<file path="src/rtl/uart_rx_pkg.sv">
// Shared UART definitions: frame states, data width and bit-timing derivation.
package uart_rx_pkg;

    localparam int unsigned DATA_BITS = 8;

    typedef enum logic [2:0] {
        ST_IDLE,
        ST_START,
        ST_DATA,
        ST_STOP,
        ST_BREAK
    } uart_state_e;

    // Rounded clocks per bit, so TX and RX agree on timing for any clock/baud pair.
    function automatic int unsigned clks_per_bit(input int unsigned clk_hz,
                                                 input int unsigned baud);
        return (clk_hz + baud / 2) / baud;
    endfunction

endpackage

</file>
<file path="src/rtl/uart_sync2.sv">
// Two-flop synchronizer for an asynchronous single-bit input, with selectable reset value.
module uart_sync2 #(
    parameter logic RESET_VAL = 1'b1
) (
    input  logic clk_i,
    input  logic rst_i,
    input  logic d_i,
    output logic q_o
);

    logic [1:0] sync_q;

    // Shift the async input through two flops; stage 1 absorbs metastability.
    always_ff @(posedge clk_i or posedge rst_i) begin
        if (rst_i) begin
            sync_q <= {2{RESET_VAL}};
        end else begin
            sync_q <= {sync_q[0], d_i};
        end
    end

    assign q_o = sync_q[1];

endmodule

</file>
<file path="src/rtl/uart_rx.sv">
// 8N1 UART receiver with a one-entry valid/ready holding register.
module uart_rx #(
    parameter int unsigned CLK_HZ = 12000000,
    parameter int unsigned BAUD   = 115200
) (
    input  logic       clk,
    input  logic       reset,
    input  logic       rx_bit,
    output logic [7:0] rx_data,
    output logic       rx_valid,
    input  logic       rx_ready,
    output logic       frame_err,
    output logic       overrun,
    output logic       rx_busy
);

    import uart_rx_pkg::*;

    localparam int unsigned CLKS_PER_BIT = clks_per_bit(CLK_HZ, BAUD);
    localparam int unsigned HALF_BIT     = CLKS_PER_BIT / 2;
    localparam int unsigned CNT_W        = $clog2(CLKS_PER_BIT);

    localparam logic [CNT_W-1:0] BIT_LAST  = CNT_W'(CLKS_PER_BIT - 1);
    localparam logic [CNT_W-1:0] HALF_LAST = CNT_W'(HALF_BIT - 1);
    localparam logic [2:0]       IDX_LAST  = 3'(DATA_BITS - 1);

    logic                     rx_s;
    uart_state_e              state_q, state_d;
    logic [CNT_W-1:0]         cnt_q, cnt_d;
    logic [2:0]               bit_idx_q, bit_idx_d;
    logic [DATA_BITS-1:0]     shift_q, shift_d;
    logic                     deliver_q, deliver_d;
    logic                     ferr_q, ferr_d;
    logic [DATA_BITS-1:0]     data_q, data_d;
    logic                     valid_q, valid_d;
    logic                     ovr_q, ovr_d;

    uart_sync2 #(
        .RESET_VAL(1'b1)
    ) u_sync (
        .clk_i (clk),
        .rst_i (reset),
        .d_i   (rx_bit),
        .q_o   (rx_s)
    );

    // Frame state, timing counters and shift register.
    always_ff @(posedge clk or posedge reset) begin
        if (reset) begin
            state_q   <= ST_IDLE;
            cnt_q     <= '0;
            bit_idx_q <= '0;
            shift_q   <= '0;
            deliver_q <= 1'b0;
            ferr_q    <= 1'b0;
        end else begin
            state_q   <= state_d;
            cnt_q     <= cnt_d;
            bit_idx_q <= bit_idx_d;
            shift_q   <= shift_d;
            deliver_q <= deliver_d;
            ferr_q    <= ferr_d;
        end
    end

    // Next-state logic: counter restarts at every sample point so timing never drifts.
    always_comb begin
        state_d   = state_q;
        cnt_d     = cnt_q + 1'b1;
        bit_idx_d = bit_idx_q;
        shift_d   = shift_q;
        deliver_d = 1'b0;
        ferr_d    = 1'b0;
        unique case (state_q)
            ST_IDLE: begin
                cnt_d = '0;
                if (!rx_s) state_d = ST_START;
            end
            ST_START: begin
                if (cnt_q == HALF_LAST) begin
                    cnt_d = '0;
                    if (rx_s) begin
                        state_d = ST_IDLE;
                    end else begin
                        state_d   = ST_DATA;
                        bit_idx_d = '0;
                    end
                end
            end
            ST_DATA: begin
                if (cnt_q == BIT_LAST) begin
                    cnt_d     = '0;
                    shift_d   = {rx_s, shift_q[DATA_BITS-1:1]};
                    bit_idx_d = bit_idx_q + 1'b1;
                    if (bit_idx_q == IDX_LAST) state_d = ST_STOP;
                end
            end
            ST_STOP: begin
                if (cnt_q == BIT_LAST) begin
                    cnt_d = '0;
                    if (rx_s) begin
                        deliver_d = 1'b1;
                        state_d   = ST_IDLE;
                    end else begin
                        ferr_d  = 1'b1;
                        state_d = ST_BREAK;
                    end
                end
            end
            ST_BREAK: begin
                cnt_d = '0;
                if (rx_s) state_d = ST_IDLE;
            end
            default: begin
                cnt_d   = '0;
                state_d = ST_IDLE;
            end
        endcase
    end

    // Holding register and overrun pulse.
    always_ff @(posedge clk or posedge reset) begin
        if (reset) begin
            data_q  <= '0;
            valid_q <= 1'b0;
            ovr_q   <= 1'b0;
        end else begin
            data_q  <= data_d;
            valid_q <= valid_d;
            ovr_q   <= ovr_d;
        end
    end

    // A delivery into a register being drained the same cycle replaces the byte without loss.
    always_comb begin
        data_d  = data_q;
        valid_d = valid_q;
        ovr_d   = 1'b0;
        if (deliver_q) begin
            if (!valid_q || rx_ready) begin
                data_d  = shift_q;
                valid_d = 1'b1;
            end else begin
                ovr_d = 1'b1;
            end
        end else if (valid_q && rx_ready) begin
            valid_d = 1'b0;
        end
    end

    assign rx_data   = data_q;
    assign rx_valid  = valid_q;
    assign frame_err = ferr_q;
    assign overrun   = ovr_q;
    assign rx_busy   = (state_q != ST_IDLE);

endmodule

</file>
<file path="config.mk">
export PLATFORM = sky130hd
export DESIGN_NAME = uart_rx
export DESIGN_NICKNAME = d
export VERILOG_FILES = /design/src/rtl/uart_rx_pkg.sv /design/src/rtl/uart_sync2.sv /design/src/rtl/uart_rx.sv
export SDC_FILE = /design/constraint.sdc
export NUM_CORES = 1
export LEC_CHECK = 0
export BUFFER_PORTS_ARGS = -buffer_cell sky130_fd_sc_hd__buf_2
export CORE_MARGIN = 2
export CORE_UTILIZATION = 61
export CTS_CLUSTER_SIZE = 25
export DETAILED_ROUTE_END_ITERATION = 10
export GPL_TIMING_DRIVEN = 0
export PLACE_DENSITY = 0.82
export SLEW_MARGIN = 20
export SYNTH_ARGS = -nofsm -noshare
export SYNTH_HDL_FRONTEND = slang
export SYNTH_SLANG_ARGS = --single-unit
</file>
<file path="constraint.sdc">
create_clock -name clk -period 2.5 [get_ports clk]
set_input_delay 0.25 -clock clk [delete_from_list [all_inputs] [get_ports clk]]
set_output_delay 0.25 -clock clk [all_outputs]
set_load 0.1 [all_outputs]
</file>
==> results.py, run 1 <==
metrics = {
    "run_status": {
        "status": "finished, final reports clean",
    },
    "power": {
        "power_density_nw_per_um2": 552,
        "power_mw": 1.01,
        "ir_drop_uv": 700,
        "total_leakage_power_nw": 0.882,
    },
    "worst_hold_path": {
        "hp-class": "in -> async",
    },
    "floorplan": {
        "die_y_um": 55.6,
        "dieArea_sq_um": 3090,
        "num_rows": 18,
        "start_util_pct": 64.9,
        "boundaryPins": 16,
        "core_sq_um": 2500,
        "die_w_um": 55.6,
    },
    "sta": {
        "fin_crit_sh_pct": 76.6,
        "worst_pin_slew_ns": 0.704,
        "fin_skew_ns": 0.0137,
        "hold_violations": 0,
        "max_freq_ghz": 0.522,
        "post-route-min-period_ns": 1.92,
        "final_max_slew_viol_count": 0,
        "setup-tns-final_ns": 0,
        "whs_ns": 0.00584,
        "layout_setup_ws_ns": 0.585,
        "setup_viol": 0,
        "grt_setup_unrepaired": "false",
        "relSlewSlack_pct": 53.0,
    },
    "synth": {
        "syn_area_sq_um": 1620,
        "yosysWarnings": 0,
        "avgSynthCellArea_sq_um": 12.3,
        "yosysSeqAreaShare_pct": 54.1,
        "synth-seq-cells": 35,
        "syn_nets": 140,
        "synth_cell_types": 39,
        "synth_cells": 132,
    },
    "drt": {
        "wire_per_inst_um": 14.9,
        "drc": 0,
        "antenna_left": 0,
        "vias": 1115,
        "routed_via_density": 5.99,
        "dr.first_iter.drc_count": 11,
        "drt_wl_total_um": 2780,
        "dr.pass1.iters": 4,
    },
    "clocking": {
        "worstSkewPairLatency_ns": 0.34,
        "cts_tree": "yes",
        "clk_pin_slew_ns": 0.11,
        "cts_sinks": 35,
        "h-tree-depth": 2,
        "postCtsSetupBuffers": 0,
        "cts_root_buffer": "clkbuf_4",
        "cts_buffers": 5,
        "clockBufferDepth": 2,
    },
    "critical_path": {
        "reg2reg_from": "cnt_q[0]",
        "critical_path_class": "reg -> reg",
        "cpPeakStageDelay_ns": 0.54,
        "path_delay_family": "simple AND/OR/NAND/NOR gates",
        "crit_path_max_fanout": 9,
        "crit_required_ns": 2.73,
        "r2r_end": "shift_q[6]",
        "crit_path_end_kind": "register",
        "path_cells": "ha_1 -> nand4b_4 -> nor4_4 -> mux2_2",
        "reg2regPathDepth": 4,
        "critPathSlowestCell": "nor4_4",
        "r2r_setup_slack_ns": 0.58,
        "cp.arrival_ns": 2.15,
        "critPathBufInv": 0,
        "start_kind": "register",
    },
    "place": {
        "portBuffers": 15,
        "gp_congestion": 0.811,
        "pre_cts_ws_ns": 0.553,
        "dp_hpwl_um": 1920,
    },
    "final_layout": {
        "num-nets-final": 163,
        "syn2layout_area_growth_pct": 12.9,
        "seqCellArea_sq_um": 878,
        "nFillCells": 176,
        "final_common_cell": "dfrtp_1",
        "num_antenna_cells": 0,
        "drive_above_1_share_pct": 30.1,
        "final_util_pct": 73.3,
        "final_cell_mix": "dfrtp_1, buf_2, mux2_2",
        "multi_input_area_sq_um": 708,
    },
    "global_route": {
        "grt_pass1_wl_um": 5040,
        "grt.total_usage_pct": 21.3,
        "grt_pass1_vias": 1103,
        "antenna_found_initial": 0,
        "grt_overflow_total": 0,
        "grt_max_degree": 36,
    },
    "job": {
        "maxCapViolations": 0,
    },
}
==> stage by stage <==
step,instance area (sq um),std cells
final,1830,186
after global routing,1830,186
after CTS,1830,186
after detailed placement,1740,177
after global placement,1740,177
after floorplan,1620,132
==> worst max path at each step <==
| stage | start | endpoint | slack (ns) | depth (start not counted) |
|---|---|---|---|---|
| floorplan | rx_valid | rx_data[0] | 0.68 | 3 |
| global placement | cnt_q[0] | shift_q[0] | 0.60 | 4 |
| detailed placement | cnt_q[0] | shift_q[6] | 0.55 | 4 |
| CTS | cnt_q[0] | shift_q[6] | 0.55 | 4 |
| global route | cnt_q[0] | shift_q[2] | 0.47 | 4 |
| finish | cnt_q[0] | shift_q[6] | 0.58 | 4 |
==> cell usage after synthesis (all sizes together) <==
library cell | count | area share (%)
nand2 | 9 | 2.1
and4b | 1 | 0.62
a21oi | 5 | 1.5
or2b | 1 | 0.46
xnor2 | 1 | 0.54
nor3 | 1 | 0.31
o211ai | 2 | 0.92
clkbuf | 3 | 0.69
dfstp | 2 | 3.2
a221oi | 2 | 1.1
nor3b | 2 | 0.92
nor4b | 1 | 0.92
nand4bb | 1 | 0.69
o21ai | 4 | 1.2
and3b | 1 | 0.54
o31ai | 1 | 0.46
nor4bb | 1 | 0.62
nand3b | 1 | 0.46
a221o | 1 | 0.62
or3 | 3 | 1.2
nor4 | 1 | 1.3
inv | 4 | 0.92
a32o | 2 | 1.2
dfrtp | 33 | 51
a32oi | 1 | 0.54
o31a | 1 | 0.54
buf | 2 | 0.62
a211oi | 4 | 1.9
a311o | 2 | 1.2
ha | 4 | 3.1
mux2 | 16 | 11
and2 | 1 | 0.39
nand4b | 1 | 1.5
nand3 | 5 | 1.5
nand2b | 3 | 1.2
nor2 | 5 | 1.2
nor2b | 2 | 0.77
xor2 | 2 | 1.1
==> worst register-to-register path: cells and delay by family, from the launching register on <==
family                   cells  cell delay [ns]
adder cells (fa/ha/maj)      1             0.29
flip-flops                   1             0.42
multiplexers                 1             0.41
AND/OR/NAND/NOR              2             0.71
==> area by class of cell <==
| cell class | instances | area share, % |
|---|---|---|
| clock buffer | 6 | 2.80 |
| buffer | 5 | 1.16 |
| clock inverter | 2 | 1.91 |
| inverter | 4 | 0.820 |
| sequential | 35 | 48.0 |
| timing repair buffer | 16 | 4.64 |
| tap | 30 | 2.05 |
| multi-input combinational | 88 | 38.7 |
==> registers in the layout, summed over array words and instances, names as in the netlist <==
| register | flops |
|---|---|
| overrun | 1 |
| u_sync.sync_q | 2 |
| state_q | 3 |
| shift_q | 8 |
| cnt_q | 7 |
| rx_valid | 1 |
| deliver_q | 1 |
| bit_idx_q | 3 |
| frame_err | 1 |
| rx_data | 8 |
==> per-layer routing <==
layer / wire length, um / track usage (%) / vias to the layer above
li1: - / - / 542
met1: 1220 / 27.0 / 542
met2: 1370 / 33.0 / 23
met3: 109 / 7.21 / 8
met4: 76 / 9.76 / 0
met5: 0 / 0 / -
==> power breakdown <==
part | internal, mW | leakage (nW) | switching [mW] | total (mW)
registers | 0.569 | 0.467 | 0.00190 | 0.571
logic | 0.00383 | 0.367 | 0.0122 | 0.0160
clock network | 0.236 | 0.0482 | 0.187 | 0.424
total | 0.809 | 0.882 | 0.202 | 1.01
==> cells by family after synthesis <==
kind of cell	share of synthesized area, %
XOR/XNOR	1.62
flip-flops	54.1
AO/OA/AOI/OAI	11.3
AND/OR/NAND/NOR	16.6
multiplexers	11.1
buffers and inverters	2.24
adder cells (fa/ha/maj)	3.08
==> timing repair <==
item	CTS	global route
gates resized for setup	0	0
hold endpoints to repair	1	0
hold buffers	1	0
Power figures use the tool's default switching activity.
==> run 2: changes to the inputs <==
CORE_UTILIZATION = 52   (was 61)
PLACE_DENSITY = 0.74   (was 0.82)
clock period = 1.7 ns   (was 2.5 ns; I/O delays follow)
==> run 2 against run 1 <==
Total power rose by 30%. Flip-flop and latch count did not move. Wire length rose by 5.4%. Setup slack got worse by 0.56 ns. Largest cell class unchanged.
==> results.py, run 2 (synthesized netlist as in run 1, its figures left out) <==
metrics = {
    "floorplan": {
        "boundaryPins": 16,
        "dieArea_sq_um": 3580,
        "core_sq_um": 3000,
        "die_y_um": 59.9,
        "num_rows": 20,
        "die_w_um": 59.9,
        "start_util_pct": 54.0,
    },
    "final_layout": {
        "num-nets-final": 169,
        "final_util_pct": 63.9,
        "final_cell_mix": "dfrtp_1, buf_2, mux2_2",
        "nFillCells": 237,
        "syn2layout_area_growth_pct": 18.3,
        "drive_above_1_share_pct": 37.0,
        "final_common_cell": "dfrtp_1",
        "num_antenna_cells": 0,
    },
    "drt": {
        "vias": 1118,
        "routed_via_density": 5.73,
        "drt_wl_total_um": 2930,
        "antenna_left": 0,
        "dr.first_iter.drc_count": 32,
        "drc": 0,
        "dr.pass1.iters": 4,
        "wire_per_inst_um": 15.0,
    },
    "sta": {
        "fin_crit_sh_pct": 98.3,
        "post-route-min-period_ns": 1.67,
        "hold_violations": 0,
        "setup_viol": 0,
        "relSlewSlack_pct": 52.3,
        "fin_skew_ns": 0.0135,
        "worst_pin_slew_ns": 0.714,
        "final_max_slew_viol_count": 0,
        "max_freq_ghz": 0.598,
        "layout_setup_ws_ns": 0.0286,
    },
    "place": {
        "dp_hpwl_um": 1970,
        "pre_cts_ws_ns": -0.190,
        "gp_congestion": 0.815,
        "portBuffers": 15,
    },
    "clocking": {
        "worstSkewPairLatency_ns": 0.35,
        "cts_sinks": 35,
        "cts_root_buffer": "clkbuf_4",
        "clk_pin_slew_ns": 0.12,
        "clockBufferDepth": 2,
        "cts_buffers": 5,
        "h-tree-depth": 2,
        "cts_tree": "yes",
    },
    "critical_path": {
        "crit_required_ns": 1.89,
        "cp.arrival_ns": 1.86,
        "critical_path_class": "reg -> reg",
        "r2r_setup_slack_ns": 0.03,
        "startpoint": "cnt_q[2]",
        "start_kind": "register",
        "crit_path_max_fanout": 8,
        "timing.critical_path.to": "cnt_q[6]",
        "reg2reg_from": "cnt_q[2]",
        "reg2regPathDepth": 4,
        "crit_path_end_kind": "register",
        "r2r_end": "cnt_q[6]",
    },
    "run_status": {
        "status": "finished, final reports clean",
    },
    "power": {
        "power_density_nw_per_um2": 684,
        "ir_drop_uv": 401,
        "power_frac_seq_pct": 63.9,
        "clock_power_share_pct": 34.2,
        "switchingPower_uw": 312,
        "total_leakage_power_nw": 0.901,
        "p_int_mw": 1.00,
        "swShare_pct": 23.7,
        "combPwrFrac_pct": 1.9,
    },
    "global_route": {
        "grt_max_degree": 36,
        "grt_pass1_wl_um": 4990,
        "grt.total_usage_pct": 19.3,
        "grt_pass1_vias": 1067,
        "antenna_found_initial": 0,
        "grt_overflow_total": 0,
    },
    "job": {
        "maxCapViolations": 0,
    },
    "worst_hold_path": {
        "hp-class": "in -> reg",
    },
}
run 2: cell types whose count changed in the layout (fill, tap and decap cells not counted), sizes merged:
cell	before	now
buf	17	23
clkbuf	9	7
clkinvlp	0	2
bufinv	1	0
dlygate4sd3	1	2
run 2: repair_timing:
item | CTS | global route
gates resized for setup | 8 | 6
pin swaps | 1 | 2
endpoints found under the hold margin | 34 | 0
setup buffers | 4 | 2
setup endpoints to repair | 14 | 12
hold buffers | 2 | 0
cloned | 0 | 0
run 2: layer usage:
layer / wire length [um] / vias up / track usage, % / part of all wire, %
li1: - / 543 / - / -
met5: 0 / - / 0 / 0
met2: 1430 / 23 / 29.5 / 49
met4: 57 / 0 / 7.62 / 1.9
met1: 1310 / 546 / 25.2 / 45
met3: 127 / 6 / 6.49 / 4.3
run 2: metrics by stage:
stage	hold WS [ns]	area, sq um	instances	total power [mW]	setup TNS (ns)
after CTS	0.0792	1880	193	1.33	0
after global routing	0.117	1920	195	1.37	-0.0512
after detailed placement	0.276	1740	180	0.878	-1.77
after floorplan	0.174	1630	132	0.869	0
final	0.0904	1920	195	1.31	0
after global placement	0.276	1740	180	0.877	-1.37
run 2: layout make-up:
cell class                 instances  area, sq um  area share, %
sequential                        35          882           46.0
multi-input combinational         88          747           38.9
timing repair buffer              23          159           8.28
tap                               33         41.3           2.15
clock buffer                       5         37.5           1.96
clock inverter                     3         20.0           1.04
buffer                             4         17.5          0.913
inverter                           4         15.0          0.782
run 2: worst min-delay path by stage:
stage / cells after the start / endpoint / start
finish: 3 / overrun / rx_ready
global route: 3 / overrun / rx_ready
CTS: 3 / overrun / rx_ready
detailed placement: 1 / u_sync.sync_q[0] / rx_bit
global placement: 1 / u_sync.sync_q[0] / rx_bit
floorplan: 0 / u_sync.sync_q[0] / rx_bit
run 2: power groups by stage:
stage               clock [mW]  combinational [mW]  sequential, mW
floorplan                    0              0.0148           0.854
global placement             0              0.0217           0.855
detailed placement           0              0.0226           0.855
CTS                      0.466              0.0261           0.839
global route             0.500              0.0294           0.840
finish                   0.449              0.0251           0.839
run 2: worst max-delay path, cell delays in order, from the launching register on:
cell and delay, ns:
dfrtp_1 0.38, buf_2 0.19, nand4bb_1 0.25, o21ai_1 0.50
a221oi_1 0.20
==> run 3: changes to the inputs <==
CORE_ASPECT_RATIO = 1.75   (was not set)
==> run 3 against run 2 <==
The flow now finishes with violations (hold timing). Sequential share of layout area fell by 0.57 points. Register-to-register slack improved by 0.05 ns. Non-clock buffer count fell by 1. Clock skew shrank 0.0051 ns. Utilization grew 1.6 points. Largest power group unchanged.
==> results.py, run 3 (synthesized netlist as in run 1, its figures left out) <==
metrics = {
    "place": {
        "dp_hpwl_um": 2090,
        "postPlaceCellArea_sq_um": 1750,
        "gp_congestion": 0.792,
        "dp.cells": 189,
        "portBuffers": 15,
    },
    "clocking": {
        "cts_buffers": 5,
        "clockBufferDepth": 2,
        "h-tree-depth": 2,
        "worstSkewPairLatency_ns": 0.29,
        "cts_tree": "yes",
        "cts_sinks": 35,
        "clk_pin_slew_ns": 0.07,
        "cts_root_buffer": "clkbuf_8",
    },
    "sta": {
        "grt_setup_unrepaired": "false",
        "whs_ns": -0.0178,
        "fin_crit_sh_pct": 95.3,
        "fin_skew_ns": 0.00834,
        "post-route-min-period_ns": 1.62,
        "worst_pin_slew_ns": 0.697,
        "relSlewSlack_pct": 53.5,
        "setup_viol": 0,
        "max_freq_ghz": 0.617,
        "setup-tns-final_ns": 0,
        "hold_violations": 25,
        "final_max_slew_viol_count": 0,
    },
    "drt": {
        "antenna_left": 0,
        "routed_via_density": 5.63,
        "dr.pass1.iters": 4,
        "drt_wl_total_um": 2950,
        "dr.first_iter.drc_count": 11,
        "vias": 1142,
        "wire_per_inst_um": 14.5,
        "drc": 0,
    },
    "critical_path": {
        "cp.arrival_ns": 1.79,
        "crit_required_ns": 1.87,
        "reg2regPathDepth": 5,
        "r2r_end": "bit_idx_q[2]",
        "startpoint": "bit_idx_q[1]",
        "r2r_setup_slack_ns": 0.08,
        "reg2reg_from": "bit_idx_q[1]",
        "critical_path_class": "reg -> reg",
        "path_cells": "ha_2 -> ha_1 -> nor3b_1 -> a32o_2 -> a311o_1",
        "crit_path_end_kind": "register",
        "crit_path_max_fanout": 4,
        "start_kind": "register",
        "critPathSlowestCell": "dfrtp_1",
        "cpPeakStageDelay_ns": 0.41,
    },
    "global_route": {
        "grt_pass1_wl_um": 5150,
        "grt_max_degree": 36,
        "grt_overflow_total": 0,
        "grt.total_usage_pct": 19.7,
        "grt_pass1_vias": 1163,
        "antenna_found_initial": 0,
    },
    "final_layout": {
        "final_cells": 203,
        "final_common_cell": "dfrtp_1",
        "num-nets-final": 168,
        "syn2layout_area_growth_pct": 19.6,
        "final_cell_mix": "dfrtp_1, buf_2, mux2_2",
        "design_area_sq_um": 1940,
        "drive_above_1_share_pct": 36.6,
        "num_antenna_cells": 0,
    },
    "power": {
        "clock_power_share_pct": 39.8,
        "total_leakage_power_nw": 0.917,
        "p_int_mw": 1.13,
        "ir_drop_uv": 524,
        "swShare_pct": 21.3,
        "switchingPower_uw": 306,
        "power_density_nw_per_um2": 739,
        "power_frac_seq_pct": 58.6,
        "combPwrFrac_pct": 1.6,
    },
    "floorplan": {
        "num_rows": 26,
        "start_util_pct": 54.8,
        "die_y_um": 77.9,
        "dieArea_sq_um": 3600,
        "boundaryPins": 16,
        "core_sq_um": 2960,
        "die_w_um": 46.2,
    },
    "worst_hold_path": {
        "hp-class": "in -> async",
    },
    "run_status": {
        "violations": "hold timing",
        "status": "complete, but fails checks",
    },
    "job": {
        "maxCapViolations": 0,
    },
}
run 3: worst max-delay path, delay by kind of cell, from the launching register on:
family                   cells  cell delay [ns]
AND/OR/NAND/NOR              1             0.14
adder cells (fa/ha/maj)      2             0.43
flip-flops                   1             0.41
AO/OA/AOI/OAI                2             0.52
run 3: power groups by stage:
stage	clock (mW)	sequential, mW	combinational, mW
finish	0.571	0.840	0.0231
global route	0.631	0.839	0.0280
CTS	0.591	0.839	0.0248
detailed placement	0	0.855	0.0230
global placement	0	0.855	0.0220
floorplan	0	0.854	0.0148
run 3: layer usage:
layer,GRT usage (%),vias up,part of all wire [%]
met1,20.2,579,37
met3,5.81,6,3.2
met4,9.43,0,2.4
li1,-,541,-
met2,34.2,16,57
met5,0,-,0
run 3: cell type report:
class / instances / area [sq um]
plain buffers: 4 / 17.5
clock buffers: 6 / 72.6
clock inverters: 2 / 12.5
fillers: 235 / 1020
inverters: 4 / 15.0
multi-input cells: 88 / 744
flip-flops and latches: 35 / 881
well taps: 42 / 52.6
repair buffers: 22 / 145
run 3: how the worst max path moves through the flow:
stage / to / cells after the start
2_1_floorplan: shift_q[0] / 4
3_3_place_gp: shift_q[1] / 4
3_5_place_dp: shift_q[1] / 4
4_1_cts: shift_q[2] / 5
5_1_grt: cnt_q[6] / 4
6_report: bit_idx_q[2] / 5
run 3: stage by stage:
step           total power, mW  utilization (%)  hold slack, ns  worst slack (ns)
3_3_place_gp             0.877             59.2           0.276            -0.158
4_1_cts                   1.45             63.7          0.0132           0.00315
5_1_grt                   1.50             65.6          0.0516            0.0132
2_1_floorplan            0.869                -           0.174            0.0468
6_report                  1.43             65.6         -0.0178            0.0796
3_5_place_dp             0.878             59.2           0.276            -0.191
run 3: what timing repair did:
action | 4_1_cts | 5_1_grt
hold buffers | 1 | 0
pin swaps | 1 | 2
endpoints found under the setup margin | 12 | 12
gates resized for setup | 5 | 7
endpoints found under the hold margin | 1 | 0
setup buffers | 2 | 4
